`src/rtl/display_arbiter.sv`:
```
`default_nettype none
// ============================================================================
// Module   : display_arbiter
// Brief    : Arbitrates the 6-digit seven-segment display among NREQ sources,
//            scans the digits and decodes 6-bit character codes. Optional
//            macro DISPLAY_ARBITER_BLINK_EN blinks urgent content.
// Revision : 1.0
// ============================================================================
module display_arbiter #(
    parameter int NREQ      = 4,
    parameter int DWELL_CYC = 100000000,
    parameter int SCAN_DIV  = 13,
    parameter int BLINK_DIV = 25
) (
    input  logic                 clk,
    input  logic                 rst,
    input  logic [NREQ-1:0]      req,
    input  logic [NREQ-1:0]      urgent,
    input  logic                 lock,
    input  logic [36*NREQ-1:0]   nums,
    output logic [NREQ-1:0]      grant,
    output logic                 grant_valid,
    output logic                 urgent_active,
    output logic [5:0]           digit,
    output logic [6:0]           display
);
    localparam int c_PTR_W = $clog2(NREQ);
    localparam int c_DW    = (DWELL_CYC > 1) ? $clog2(DWELL_CYC) : 1;
    localparam logic [c_DW-1:0] c_DWELL_LAST = c_DW'(DWELL_CYC - 1);

    typedef enum logic [1:0] {IDLE = 2'd0, SHOW = 2'd1, URGENT = 2'd2} state_t;

    state_t               r_state, w_state_nxt;
    logic [NREQ-1:0]      r_grant, w_grant_nxt;
    logic [c_PTR_W-1:0]   r_rr_ptr, w_rr_ptr_nxt;
    logic [c_DW-1:0]      r_dwell, w_dwell_nxt;
    logic [c_PTR_W:0]     w_pick_all, w_pick_oth;
    logic [SCAN_DIV-1:0]  r_prescale;
    logic [2:0]           r_idx;
    logic [5:0]           r_digit;
    logic [6:0]           r_display;
    logic [35:0]          w_src;
    logic [5:0]           w_char;
    logic                 w_blank;

    function automatic logic [NREQ-1:0] f_lowest(input logic [NREQ-1:0] v);
        logic [NREQ-1:0] res;
        res = '0;
        for (int i = NREQ - 1; i >= 0; i--) begin
            if (v[i]) begin
                res    = '0;
                res[i] = 1'b1;
            end
        end
        return res;
    endfunction

    // {found, index} of the first set bit after ptr, looking at most span places ahead
    function automatic logic [c_PTR_W:0] f_rr_pick(input logic [NREQ-1:0] v,
                                                   input logic [c_PTR_W-1:0] ptr,
                                                   input int span);
        logic [c_PTR_W:0]   res;
        logic [c_PTR_W-1:0] j;
        res = '0;
        for (int off = span; off >= 1; off--) begin
            j = c_PTR_W'((int'(ptr) + off) % NREQ);
            if (v[j]) res = {1'b1, j};
        end
        return res;
    endfunction

    function automatic logic [6:0] f_decode(input logic [5:0] c);
        case (c)
            6'd0:  f_decode = 7'b1000000;  6'd1:  f_decode = 7'b1111001;
            6'd2:  f_decode = 7'b0100100;  6'd3:  f_decode = 7'b0110000;
            6'd4:  f_decode = 7'b0011001;  6'd5:  f_decode = 7'b0010010;
            6'd6:  f_decode = 7'b0000010;  6'd7:  f_decode = 7'b1111000;
            6'd8:  f_decode = 7'b0000000;  6'd9:  f_decode = 7'b0010000;
            6'd10: f_decode = ~7'h77;      6'd11: f_decode = ~7'h7C;
            6'd12: f_decode = ~7'h39;      6'd13: f_decode = ~7'h5E;
            6'd14: f_decode = ~7'h79;      6'd15: f_decode = ~7'h71;
            6'd16: f_decode = ~7'h3D;      6'd17: f_decode = ~7'h74;
            6'd18: f_decode = ~7'h30;      6'd19: f_decode = ~7'h1E;
            6'd20: f_decode = ~7'h75;      6'd21: f_decode = ~7'h38;
            6'd22: f_decode = ~7'h37;      6'd23: f_decode = ~7'h54;
            6'd24: f_decode = ~7'h5C;      6'd25: f_decode = ~7'h73;
            6'd26: f_decode = ~7'h67;      6'd27: f_decode = ~7'h50;
            6'd28: f_decode = ~7'h6D;      6'd29: f_decode = ~7'h78;
            6'd30: f_decode = ~7'h3E;      6'd31: f_decode = ~7'h1C;
            6'd32: f_decode = ~7'h2A;      6'd33: f_decode = ~7'h76;
            6'd34: f_decode = ~7'h6E;      6'd35: f_decode = ~7'h5B;
            6'd63: f_decode = 7'b0111111;
            default: f_decode = 7'b1111111;
        endcase
    endfunction

    always_ff @(posedge clk or posedge rst) begin
        if (rst) begin
            r_state  <= IDLE;
            r_grant  <= '0;
            r_rr_ptr <= c_PTR_W'(NREQ - 1);
            r_dwell  <= '0;
        end else begin
            r_state  <= w_state_nxt;
            r_grant  <= w_grant_nxt;
            r_rr_ptr <= w_rr_ptr_nxt;
            r_dwell  <= w_dwell_nxt;
        end
    end

    always_comb begin
        w_state_nxt  = r_state;
        w_grant_nxt  = r_grant;
        w_rr_ptr_nxt = r_rr_ptr;
        w_dwell_nxt  = '0;
        w_pick_all   = f_rr_pick(req, r_rr_ptr, NREQ);
        w_pick_oth   = f_rr_pick(req, r_rr_ptr, NREQ - 1);
        unique case (r_state)
            IDLE: begin
                if (|urgent) begin
                    w_state_nxt = URGENT;
                    w_grant_nxt = f_lowest(urgent);
                end else if (w_pick_all[c_PTR_W]) begin
                    w_state_nxt  = SHOW;
                    w_grant_nxt  = '0;
                    w_grant_nxt[w_pick_all[c_PTR_W-1:0]] = 1'b1;
                    w_rr_ptr_nxt = w_pick_all[c_PTR_W-1:0];
                end
            end
            SHOW: begin
                if (|urgent) begin
                    w_state_nxt = URGENT;
                    w_grant_nxt = f_lowest(urgent);
                end else if ((req & r_grant) == '0) begin
                    if (w_pick_all[c_PTR_W]) begin
                        w_grant_nxt  = '0;
                        w_grant_nxt[w_pick_all[c_PTR_W-1:0]] = 1'b1;
                        w_rr_ptr_nxt = w_pick_all[c_PTR_W-1:0];
                    end else begin
                        w_state_nxt = IDLE;
                        w_grant_nxt = '0;
                    end
                end else if (r_dwell == c_DWELL_LAST) begin
                    if (!lock && w_pick_oth[c_PTR_W]) begin
                        w_grant_nxt  = '0;
                        w_grant_nxt[w_pick_oth[c_PTR_W-1:0]] = 1'b1;
                        w_rr_ptr_nxt = w_pick_oth[c_PTR_W-1:0];
                    end
                end else if (!lock) begin
                    w_dwell_nxt = r_dwell + 1'b1;
                end
            end
            URGENT: begin
                // No urgent-to-urgent preemption: only a drop of the holder releases it
                if ((urgent & r_grant) == '0) begin
                    if (|urgent) begin
                        w_grant_nxt = f_lowest(urgent);
                    end else if (w_pick_all[c_PTR_W]) begin
                        w_state_nxt  = SHOW;
                        w_grant_nxt  = '0;
                        w_grant_nxt[w_pick_all[c_PTR_W-1:0]] = 1'b1;
                        w_rr_ptr_nxt = w_pick_all[c_PTR_W-1:0];
                    end else begin
                        w_state_nxt = IDLE;
                        w_grant_nxt = '0;
                    end
                end
            end
            default: begin
                w_state_nxt = IDLE;
                w_grant_nxt = '0;
            end
        endcase
    end

`ifdef DISPLAY_ARBITER_BLINK_EN
    logic [BLINK_DIV:0] r_blink;

    always_ff @(posedge clk or posedge rst) begin
        if (rst) begin
            r_blink <= '0;
        end else if (w_state_nxt == URGENT && (r_state != URGENT || w_grant_nxt != r_grant)) begin
            r_blink <= '0;
        end else begin
            r_blink <= r_blink + 1'b1;
        end
    end

    assign w_blank = (r_state == URGENT) && r_blink[BLINK_DIV];
`else
    assign w_blank = 1'b0;
`endif

    always_comb begin
        w_src = '0;
        for (int i = 0; i < NREQ; i++) begin
            if (r_grant[i]) w_src = w_src | nums[i*36 +: 36];
        end
        case (r_idx)
            3'd0:    w_char = w_src[5:0];
            3'd1:    w_char = w_src[11:6];
            3'd2:    w_char = w_src[17:12];
            3'd3:    w_char = w_src[23:18];
            3'd4:    w_char = w_src[29:24];
            default: w_char = w_src[35:30];
        endcase
    end

    // Prescaler is free-running across grant changes so the scan never stalls
    always_ff @(posedge clk or posedge rst) begin
        if (rst) begin
            r_prescale <= '0;
            r_idx      <= '0;
            r_digit    <= 6'b111111;
            r_display  <= 7'b1111111;
        end else begin
            r_prescale <= r_prescale + 1'b1;
            if (&r_prescale) r_idx <= (r_idx == 3'd5) ? 3'd0 : r_idx + 3'd1;
            r_digit <= ~(6'b000001 << r_idx);
            if (r_state == IDLE || w_blank) r_display <= 7'b1111111;
            else                            r_display <= f_decode(w_char);
        end
    end

    assign grant         = r_grant;
    assign grant_valid   = |r_grant;
    assign urgent_active = (r_state == URGENT);
    assign digit         = r_digit;
    assign display       = r_display;

endmodule
`default_nettype wire

```
`config.mk`:
```
export PLATFORM = sky130hd
export DESIGN_NAME = display_arbiter
export DESIGN_NICKNAME = d
export VERILOG_FILES = /design/src/rtl/display_arbiter.sv
export SDC_FILE = /design/constraint.sdc
export NUM_CORES = 1
export LEC_CHECK = 0
export CAP_MARGIN = 5
export CORE_MARGIN = 2
export CORE_UTILIZATION = 40
export DETAILED_ROUTE_END_ITERATION = 7
export GPL_ROUTABILITY_DRIVEN = 0
export PLACE_DENSITY = 0.73
export SETUP_SLACK_MARGIN = 0.15
export SKIP_LAST_GASP = 1
export SLEW_MARGIN = 20
export SYNTH_ARGS = -nofsm -noshare
export SYNTH_HDL_FRONTEND = slang
export SYNTH_SLANG_ARGS = --single-unit
```
`constraint.sdc`:
```
create_clock -name clk -period 6.74 [get_ports clk]
set_input_delay 1.348 -clock clk [delete_from_list [all_inputs] [get_ports clk]]
set_output_delay 1.348 -clock clk [all_outputs]
set_load 0.1 [all_outputs]
```
# == Word-level counts from Yosys, hierarchy flattened ==
# Memory sizes are Yosys's and may differ from the RTL's.
# Cells that the tools add are included.
# totals
romBits,448
ram_bits,0
word_cells,126
out_inout_bits,19
latchBits,0
register_bits,64
inputBits,155
n_memories,1
# mem_list
memory,depth,word_bits,read_ports,rd_ports_with_merged_regs,write_ports,line,source
(no name shown),64,7,1,0,0,73,case (c)
# classes
n_bitwise,6
n_eq_ne,18
div_mod_pow,0
n_lt_le_gt_ge,8
shifts,1
add_sub_neg,7
muxes,62
multipliers,0
n_reduce_logical,15
# op_table
op,count
2-to-1 mux 36 bit,4
2-to-1 mux 27 bit,5
bitwise OR 36 bit,3
2-to-1 mux 4 bit,13
case mux 6 bit (5 select lines),1
2-to-1 mux 2 bit,14
"adder 27 x 1 -> 27 bit, second input constant",1
"== test 27 bit, second input constant",1
2-to-1 mux 3 bit,8
"< comparator 2 x 3 -> 1 bit, second input constant",6
"inequality test 3 bit, second input constant",5
"adder 13 x 1 -> 13 bit, second input constant",1
AND reduction 13 bit,1
case mux 2 bit (3 select lines),2
case mux 4 bit (3 select lines),1
AND reduction 5 bit,2
bitwise AND 4 bit,2
binary-select mux 1 bit (select 2 bit),4
logical NOT 4 bit,2
"inequality test 4 bit, second input constant",2
OR reduction 4 bit,2
2-to-1 mux 1 bit,7
2-to-1 mux 7 bit,1
"== test 3 x 2 -> 1 bit, second input constant",2
19 further kinds,27

# == Depth between registers and ports, before layout ==
# Gate-level depths: netlist of run 1.
# logic_depth
word_depth,15
ltp_mapped,14
depth_no_buf,13

# == Worst setup path before layout of run 1 ==
# OpenSTA, ideal clock, no wires.
# synth_timing
path_type,reg-to-output
start,register r_grant[1] (netlist: grant[1])
end,output grant_valid
path_slack_ps,3066
path_stages_with_launch,5
required_ps,5392
arrival_time_ps,2326
n_path_buf,3
path_cell_list,dfrtp_1 -> buf_4 -> buf_6 -> buf_2 -> or4_1
# synth_via
elab_chain_len,1
# synth_rtl
element,line,source
from (decl),34,"logic [NREQ-1:0] r_grant, w_grant_nxt;"
from (signal assigned),105,r_grant <= w_grant_nxt;
OR reduction 4 bit,226,assign grant_valid = |r_grant;
to (decl),22,"output logic grant_valid,"
# Every way passes these cells.

# == Final worst setup path of run 1 ==
# layout_timing
start,input nums[0]
end,register r_display[2] (netlist: display[2])
# layout_via
elab_chain_len,10
# layout_rtl
element,line,source
from (decl),20,"input logic [36*NREQ-1:0] nums,"
2-to-1 mux 36 bit *,197,if (r_grant[i]) w_src = w_src | nums[i*36 +: 36];
bitwise OR 36 bit,197,
2-to-1 mux 36 bit *,197,
bitwise OR 36 bit,197,
2-to-1 mux 36 bit *,197,
bitwise OR 36 bit,197,
2-to-1 mux 36 bit *,197,
case mux 6 bit (5 select lines) *,199,case (r_idx)
memory (64 x 7 bit) *,--,
2-to-1 mux 7 bit *,220,if (r_state == IDLE || w_blank) r_display <= 7'b1111111;
to (signal assigned),221,else r_display <= f_decode(w_char);
to (decl),41,logic [6:0] r_display;
# Mark *: on every way between the ends. The rest lies on a longest branch, timed or not.
# A chain may end at the register's enable or synchronous reset.

==> metrics.txt, run 1 <==
status=complete, but fails checks; failing checks=design-rule violations; Cells after Synth=543; die area=0.0128 mm2; DR iter-0 viols=358; worst slew pin tran=1010 ps; GRT Overall Usage=24.0%; Routed WL=15500 um; Rows=39; synthesis-stage register bit count=64; VDD IR max=180 uV; Area Growth Syn to Fin=41.6%; CTS buffer count=9; synthesized area per cell=8.78 um2; RSZ-0062 raised after global routing=false; met1 usage=26.7%; Pwr Total=1.88 mW; power per cell area=279 mW/mm2; CP startpoint kind=input pin; Tcrit/Tclk final=60.0%; register area share after synthesis=34.0%; most common cell after layout, fill and taps aside=clkdlybuf4s50_1; Post-CTS Setup Repair Bufs=0; hold-fix buffers at CTS=0; Antenna diodes=0; Crit Path Category=in2reg; core footprint=0.0115 mm2; # clock sinks=64; width of the die=113 um; largest net degree at the start of global routing=65; Overflow after GRT=0; Yosys warnings=0; final setup skew=5.08 ps; drt first pass iters=8; FFs w/ async S/R, synth=100%; post-detail-place hpwl=11500 um; Max-cap violations=0; post-synth net total=709; busiest layer in global routing=met2; initial antenna violation count=0; Hold Crit Class=reg2reg; CTS resizes=0; top cells by area, synth=dfrtp_1, a22oi_1, dfstp_2, xor2_1, a21oi_1; mapped cell area=0.00477 mm2; CP endpoint kind=register; clock root buffer master=clkbuf_16; Die Span Y=113 um; Design Area, Final=0.00675 mm2; placed cell area=0.00647 mm2; commonest non-fill, non-tap cells in the layout=clkdlybuf4s50_1, a22oi_1, nor2_1; library cells used by synthesis=67; Worst Path Arrival=4270 ps; Initial Util=41.4%; EDFF count, synth=0; Skew-Pair Late Insertion Delay=330 ps; # setup viols final=0; H-Tree Level Count=3; worst-path fanout max=10; IO Pins=174; Slew HR=32.5%; worst endpoint required time=6970 ps; DRC=19; met3 GRT Util=6.16%; leakage=2.61 nW; Fmax=247 MHz; Setup TNS=0 ps; Util after Layout=58.6%; drt wl/cell=18.4 um; port bufs=173; met2 usage=41.6%; CTS Buffer Depth=2; Worst-path clk slew=60 ps; layout cell share with drive strength beyond 1=8.29%; Antenna Nets Post-Route=0; vias in the first global route=5049; max-slew violation count=0; Most used DFF post-synth=dfrtp_1; area share of the largest cell type after synthesis=25.7%; Fin. Hold Viols=0; Via Count=4902; cell taking the most area after synthesis=dfrtp_1; first-pass GRT wire length=24600 um; post-DR vias/cell=5.81; CTS tree=yes; fin crit period=4040 ps; nets=861
[cells by family (layout without fill, tap and decap cells)]
| group | count (synthesis) | in the layout | share of synthesized area (%) |
|---|---|---|---|
| and+or+nand+nor | 183 | 183 | 19.7 |
| AOI/OAI and AO/OA | 181 | 181 | 27.5 |
| DFF | 64 | 64 | 34.0 |
| buffers and inverters | 55 | 212 | 6.59 |
| xor gates and xnor gates | 38 | 38 | 6.98 |
| adders and majority gates | 11 | 11 | 2.89 |
| muxes | 11 | 11 | 2.36 |
[final cells by class]
type / instances / area [um2]
fill: 1041 / 4770
multi-input combinational: 424 / 2840
timing repair buffer: 179 / 1780
sequential: 64 / 1620
clock buffer: 9 / 225
tap: 143 / 179
inverter: 17 / 63.8
clock inverter: 7 / 47.5
[routing by layer]
layer  vias up  routed length [um]
li1       2329                   -
met1      2294                5790
met2       229                7460
met3        50                1480
met4         0                 782
met5         -                   0
[critical path, stage by stage]
cell	delay, ps
clkdlybuf4s50_1	400
a22o_1	220
a221oi_1	280
o22ai_2	140
o41ai_4	600
inv_1	240
ha_1	310
inv_1	90
o21ai_0	80
a2111oi_0	430
o21ai_1	130
[through the flow]
stage                     worst slack, ps  std cells  hold WS (ps)
after CTS                            2710        843           470
after floorplan                      3070        543           436
after global placement               2510        827           454
after global routing                 2400        843           491
final                                2700        843           466
after detailed placement             2390        827           462
[path summary, 6_finish.rpt]
| kind | slack, ps | to | cells after the start | start |
|---|---|---|---|---|
| max | 2700 | display[2] | 11 | nums[0] |
| max reg2reg | 3160 | display[2] | 11 | grant[1] |
| min | 470 | r_prescale[0] | 1 | r_prescale[0] |
| min in group asynchronous | 1570 | r_prescale[4] | 3 | rst |
| max in group asynchronous | 4640 | r_dwell[12] | 3 | rst |
| min reg2reg | 470 | r_prescale[0] | 1 | r_prescale[0] |
[registers in the layout, summed over array words and instances (netlist names)]
name	count
r_idx	3
r_state	2
display	7
digit	6
r_dwell	27
r_prescale	13
r_rr_ptr	2
grant	4
[where the power goes]
part | total (mW) | internal, mW | switching, mW | leakage (nW)
clock | 0.420 | 0.248 | 0.172 | 0.132
sequential | 0.469 | 0.434 | 0.0352 | 0.819
combinational | 0.992 | 0.366 | 0.626 | 1.66
[synth_stat cells, drive strengths merged (3+ instances only)]
master / number
nor3: 8
and2: 6
o22ai: 5
dfstp: 15
a21oi: 43
nand4: 7
nand3b: 3
o21ai: 21
a22o: 7
a31oi: 3
and4: 3
nor2: 52
xor2: 23
inv: 17
nor2b: 3
xnor2: 15
a221oi: 4
clkbuf: 9
dfrtp: 49
and3: 11
o211ai: 3
buf: 29
nand2: 39
or3: 5
or3b: 3
or4: 5
o41ai: 4
mux2i: 9
o22a: 3
ha: 11
a22oi: 71
nor3b: 4
nand3: 24
nor4: 5
Power figures use the tool's default switching activity.
==> run 2: changes to the inputs <==
==> constraint.sdc (replaced) <==
create_clock -name clk -period 4.2 [get_ports clk]
set_input_delay 0.84 -clock clk [delete_from_list [all_inputs] [get_ports clk]]
set_output_delay 0.84 -clock clk [all_outputs]
set_load 0.1 [all_outputs]
==> run 2 against run 1 <==
The flow still finishes with violations (design-rule violations). Clock-buffer cell count rose by 4. Register-to-register slack lost 2500 ps. Clock power is 93% higher. Critical endpoint unchanged. Worst hold slack better by 10 ps. Largest cell class unchanged. Global-route usage increased by 0.41 points. Die area stayed put.
==> metrics.txt, run 2 (same netlist as run 1, synthesis figures left out) <==
post-detail-place hpwl=11900 um (was 11500 um); CTS buffer count=9 (unchanged); post-DR vias/cell=5.89 (was 5.81); initial antenna violation count=0 (unchanged); worst endpoint required time=4430 ps (was 6970 ps); first-pass GRT wire length=25000 um (was 24600 um); DRC=20 (was 19); worst slew pin tran=1060 ps (was 1010 ps); core footprint=0.0115 mm2 (unchanged); CTS resizes=0 (unchanged); Antenna diodes=0 (unchanged); max reg flops=27 (unchanged); die area=0.0128 mm2 (unchanged); CTS tree=yes (unchanged); Antenna Nets Post-Route=0 (unchanged); clock root buffer master=clkbuf_16 (unchanged); Slew HR=29.6% (was 32.5%); worst-path fanout max=27 (was 10); Area Growth Syn to Fin=43.9% (was 41.6%); # clock sinks=64 (unchanged); vias in the first global route=4948 (was 5049); GRT Overall Usage=24.4% (was 24.0%); Worst-path clk slew=50 ps (was 60 ps); pre-CTS WS=398 ps (was 2390 ps); Initial Util=41.4% (unchanged); Setup TNS=0 ps (unchanged); Die Span Y=113 um (unchanged); Worst Path Arrival=3730 ps (was 4270 ps); Pwr Total=3.20 mW (was 1.88 mW); commonest non-fill, non-tap cells in the layout=clkdlybuf4s50_1, a22oi_1, nor2_1 (unchanged); drt first pass iters=8 (unchanged); most common cell after layout, fill and taps aside=clkdlybuf4s50_1 (unchanged); Crit Path Category=reg2reg (was in2reg); power per cell area=467 mW/mm2 (was 279 mW/mm2); Final Non-Filler Cells=851 (was 843); Fmax=286 MHz; port bufs=173 (unchanged); IO Pins=174 (unchanged); # setup viols final=0 (unchanged); width of the die=113 um (unchanged); hold-fix buffers at CTS=0 (unchanged); FILL cells=992 (was 1041); RSZ-0062 raised after global routing=false (unchanged); Placed Cells=835 (was 827); leakage=2.69 nW (was 2.61 nW); Hold Crit Class=reg2reg (unchanged); fin crit period=3490 ps; H-Tree Level Count=3 (unchanged); VDD IR max=265 uV (was 180 uV); largest net degree at the start of global routing=44 (was 65); Skew-Pair Late Insertion Delay=330 ps (about the same); CTS Buffer Depth=2 (unchanged); layout cell share with drive strength beyond 1=9.75% (was 8.29%); nets=869 (was 861); DR iter-0 viols=383 (was 358); Tcrit/Tclk final=83.2%; max-slew violation count=0 (unchanged); Post-CTS Setup Repair Bufs=0 (unchanged); Fin. Hold Viols=0 (unchanged); CP startpoint kind=register (was input pin); failing checks=design-rule violations (unchanged); Rows=39 (unchanged); Max-cap violations=0 (unchanged); drt wl/cell=18.7 um (was 18.4 um); Biggest register=r_dwell (unchanged); min setup slack post-route=705 ps (was 2700 ps); final setup skew=8.40 ps (was 5.08 ps); status=complete, but fails checks (unchanged); CP endpoint kind=register (unchanged); Overflow after GRT=0 (unchanged); Routed WL=15900 um (was 15500 um); Via Count=5014 (was 4902)
run 2: layer usage:
layer / global-route usage, % / vias to the layer above / routed length, um
met4: 5.93 / 0 / 217
met2: 44.9 / 252 / 8110
met1: 29.1 / 2403 / 6250
met3: 4.77 / 20 / 1320
met5: 0 / - / 0
li1: - / 2339 / -
run 2: worst paths after layout:
check	startpoint	slack, ps	end	cells past startpoint
worst max-delay path	grant[1]	710	display[2]	10
worst min-delay path	r_prescale[4]	480	r_prescale[4]	1
worst max register to register	grant[1]	710	display[2]	10
worst min register to register	r_prescale[4]	480	r_prescale[4]	1
max in group asynchronous	rst	2310	r_rr_ptr[0]	3
min in group asynchronous	rst	1030	r_prescale[0]	2
run 2: power breakdown:
group	total, mW	internal (mW)	switching [mW]
registers	0.803	0.696	0.106
clock network	0.809	0.551	0.258
logic	1.59	0.613	0.980
total	3.20	1.86	1.34
run 2: final cells by class:
class,count,area [um2],area share (%)
well taps,143,179,2.61
multi-input cells,424,2840,41.3
repair buffers,187,1840,26.8
inverters,17,63.8,0.930
clock buffers,13,260,3.79
flip-flops and latches,64,1620,23.6
clock inverters,3,65.1,0.948
run 2: stage by stage:
| step | hold WS, ps | util (%) | instance area, um2 |
|---|---|---|---|
| after global routing | 488 | 59.6 | 6860 |
| after CTS | 473 | 59.6 | 6860 |
| after global placement | 455 | 56.7 | 6530 |
| after detailed placement | 464 | 56.7 | 6530 |
| after floorplan | 436 | - | 4770 |
| final | 476 | 59.6 | 6860 |
run 2: critical path, cell delays in order, from the launching register on:
cell and delay [ps]:
dfrtp_1 760, a22o_1 380, a221oi_1 270, o22ai_2 140
o41ai_4 600, inv_1 220, ha_1 300, inv_1 90
o21ai_0 80, a2111oi_0 430, o21ai_1 120
==> run 3: changes to the inputs <==
--- a/config.mk
+++ b/config.mk
@@ -10,7 +10,7 @@
 export CORE_UTILIZATION = 40
 export DETAILED_ROUTE_END_ITERATION = 7
 export GPL_ROUTABILITY_DRIVEN = 0
-export PLACE_DENSITY = 0.73
+export PLACE_DENSITY = 0.76
 export SETUP_SLACK_MARGIN = 0.15
 export SKIP_LAST_GASP = 1
 export SLEW_MARGIN = 20
==> constraint.sdc (replaced) <==
create_clock -name clk -period 2.8 [get_ports clk]
set_input_delay 0.56 -clock clk [delete_from_list [all_inputs] [get_ports clk]]
set_output_delay 0.56 -clock clk [all_outputs]
set_load 0.1 [all_outputs]
==> run 3 against run 2 <==
The run ends with design-rule violations, negative setup slack left. Core utilization up 7.9 points. Routed wire length up 16%. Clock-buffer cell count down 1. Clock power up 31%. Worst hold slack worse by 4.6 ps. First-iteration DRC count up 14%. Flip-flop and latch count unchanged. Critical endpoint is now display[0]. Highest routed layer unchanged.
==> metrics.txt, run 3 (same netlist as run 1, synthesis figures left out) <==
max reg flops=27 (unchanged); hold path depth=1 (unchanged); nets=949 (was 869); Antenna diodes=0 (unchanged); Area Growth Syn to Fin=63.0% (was 43.9%); max-slew violation count=0 (unchanged); final setup skew=6.22 ps (was 8.40 ps); Tcrit/Tclk final=103%; leakage=3.14 nW (was 2.69 nW); hold-fix buffers at CTS=0 (unchanged); Die Span Y=113 um (unchanged); worst-path fanout max=5 (was 27); worst slew pin tran=503 ps (was 1060 ps); Hold Crit Class=reg2reg (unchanged); status=complete, but fails checks (unchanged); largest net degree at the start of global routing=43 (was 44); power per cell area=726 mW/mm2 (was 467 mW/mm2); most common cell after layout, fill and taps aside=clkdlybuf4s50_1 (unchanged); CP endpoint kind=register (unchanged); Final Non-Filler Cells=931 (was 851); Fmax=346 MHz; RR Endpoint=display[0] (was display[2]); drt first pass iters=8 (unchanged); Overflow after GRT=0 (unchanged); port bufs=173 (unchanged); CP startpoint kind=input pin (was register); die area=0.0128 mm2 (unchanged); core footprint=0.0115 mm2 (unchanged); R2R depth=11 (was 10); DR iter-0 viols=438 (was 383); critical hold path startpoint=r_prescale[0] (was r_prescale[4]); FILL cells=857 (was 992); Slew HR=66.4% (was 29.6%); flop-to-flop setup slack=-60 ps (was 710 ps); post-DR vias/cell=5.89 (about the same); fin crit period=2890 ps; initial antenna violation count=0 (unchanged); Setup TNS=-253 ps (was 0 ps); RR Startpoint=grant[1] (unchanged); Routed WL=18400 um (was 15900 um); Max-cap violations=0 (unchanged); width of the die=113 um (unchanged); # clock sinks=64 (unchanged); Rows=39 (unchanged); Max stage delay on crit path=530 ps (was 760 ps); Antenna Nets Post-Route=0 (unchanged); Biggest register=r_dwell (unchanged); placed cell area=0.00693 mm2 (was 0.00653 mm2); Fin. Hold Viols=0 (unchanged); CP max stage cell=or4_4 (was dfrtp_1); CTS Buffer Depth=2 (unchanged); CP cell instances=clkdlybuf4s50_1 -> a22oi_2 -> a21oi_2 -> or4_4 -> o31a_1 -> inv_4 -> ha_4 -> inv_2 -> a221o_1 -> a32o_1 -> a31oi_1 (was a22o_1 -> a221oi_1 -> o22ai_2 -> o41ai_4 -> inv_1 -> ha_1 -> inv_1 -> o21ai_0 -> a2111oi_0 -> o21ai_1); commonest non-fill, non-tap cells in the layout=clkdlybuf4s50_1, buf_4, a22oi_1 (was clkdlybuf4s50_1, a22oi_1, nor2_1); layout cell share with drive strength beyond 1=27.5% (was 9.75%); worst endpoint required time=3050 ps (was 4430 ps); Placed Cells=884 (was 835); # setup viols final=4 (was 0); Hold EP=r_prescale[0] (was r_prescale[4]); H-Tree Level Count=3 (unchanged); Via Count=5480 (was 5014); pre-CTS WS=-441 ps (was 398 ps); RSZ-0062 raised after global routing=true (was false); GRT Overall Usage=27.1% (was 24.4%); DRC=19 (was 20); post-detail-place hpwl=12700 um (was 11900 um); drt wl/cell=19.8 um (was 18.7 um); CTS buffer count=9 (unchanged); vias in the first global route=5654 (was 4948); CTS tree=yes (unchanged); Design Area, Final=0.00777 mm2 (was 0.00686 mm2); Skew-Pair Late Insertion Delay=330 ps (about the same); first-pass GRT wire length=27700 um (was 25000 um); Worst Path Arrival=3140 ps (was 3730 ps); Worst-path clk slew=50 ps (about the same); Initial Util=41.4% (unchanged); VDD IR max=319 uV (was 265 uV); Crit Path Category=in2reg (was reg2reg); clock root buffer master=clkbuf_16 (unchanged); failing checks=design-rule violations, negative setup slack (was design-rule violations); IO Pins=174 (unchanged); min setup slack post-route=-87.6 ps (was 705 ps)
[run 3: changes by cell type in the layout (fill, tap and decap cells not counted), sizes merged, moves of 2 or more]
| cell | before | now |
|---|---|---|
| buf | 19 | 113 |
| clkdlybuf4s50 | 168 | 151 |
| bufinv | 2 | 0 |
| clkinvlp | 0 | 2 |
| dlygate4sd2 | 0 | 2 |
[run 3: how the worst max path moves through the flow]
stage	slack, ps	from	endpoint
3_3_place_gp	-380	nums[19]	display[0]
3_5_place_dp	-440	nums[19]	display[2]
5_1_grt	-140	grant[2]	display[0]
6_report	-90	nums[91]	display[0]
4_1_cts	-40	nums[1]	display[0]
2_1_floorplan	-250	grant[0]	display[0]
[run 3: where the power goes]
part | internal [mW] | leakage (nW) | switching (mW)
logic | 1.53 | 2.19 | 1.87
clock network | 0.647 | 0.135 | 0.412
registers | 1.06 | 0.814 | 0.128
total | 3.23 | 3.14 | 2.41
[run 3: layer usage]
layer | share of wire (%) | vias to the layer above | GRT usage, %
li1 | - | 2499 | -
met1 | 36 | 2599 | 28.6
met2 | 49 | 304 | 47.5
met3 | 8.8 | 78 | 7.39
met4 | 5.3 | 0 | 17.6
met5 | 0 | - | 0
[run 3: worst max-delay path, delay by kind of cell]
family | cells | cell delay, ps
AO/OA/AOI/OAI | 6 | 1280
buffers and inverters | 3 | 620
AND/OR/NAND/NOR | 1 | 530
adder cells (fa/ha/maj) | 1 | 150
[run 3: per-stage QoR]
stage	power [mW]	hold slack [ps]	utilization [%]
2_1_floorplan	2.97	436	-
3_3_place_gp	3.87	453	60.2
3_5_place_dp	3.91	464	60.2
4_1_cts	5.26	475	65.1
5_1_grt	5.88	499	67.5
6_report	5.64	472	67.5
[run 3: layout make-up]
type | instances | area, um2 | area share [%]
multi-input cells | 424 | 3110 | 40.0
clock inverters | 4 | 28.8 | 0.370
flip-flops and latches | 64 | 1630 | 21.0
well taps | 143 | 179 | 2.30
inverters | 17 | 68.8 | 0.885
repair buffers | 267 | 2500 | 32.1
clock buffers | 12 | 256 | 3.30
[run 3: timing repair]
item / in CTS / in global routing
resized for setup: 34 / 37
pin swaps: 17 / 27
setup buffers: 20 / 11
setup endpoints to repair: 7 / 9
gates cloned: 0 / 0
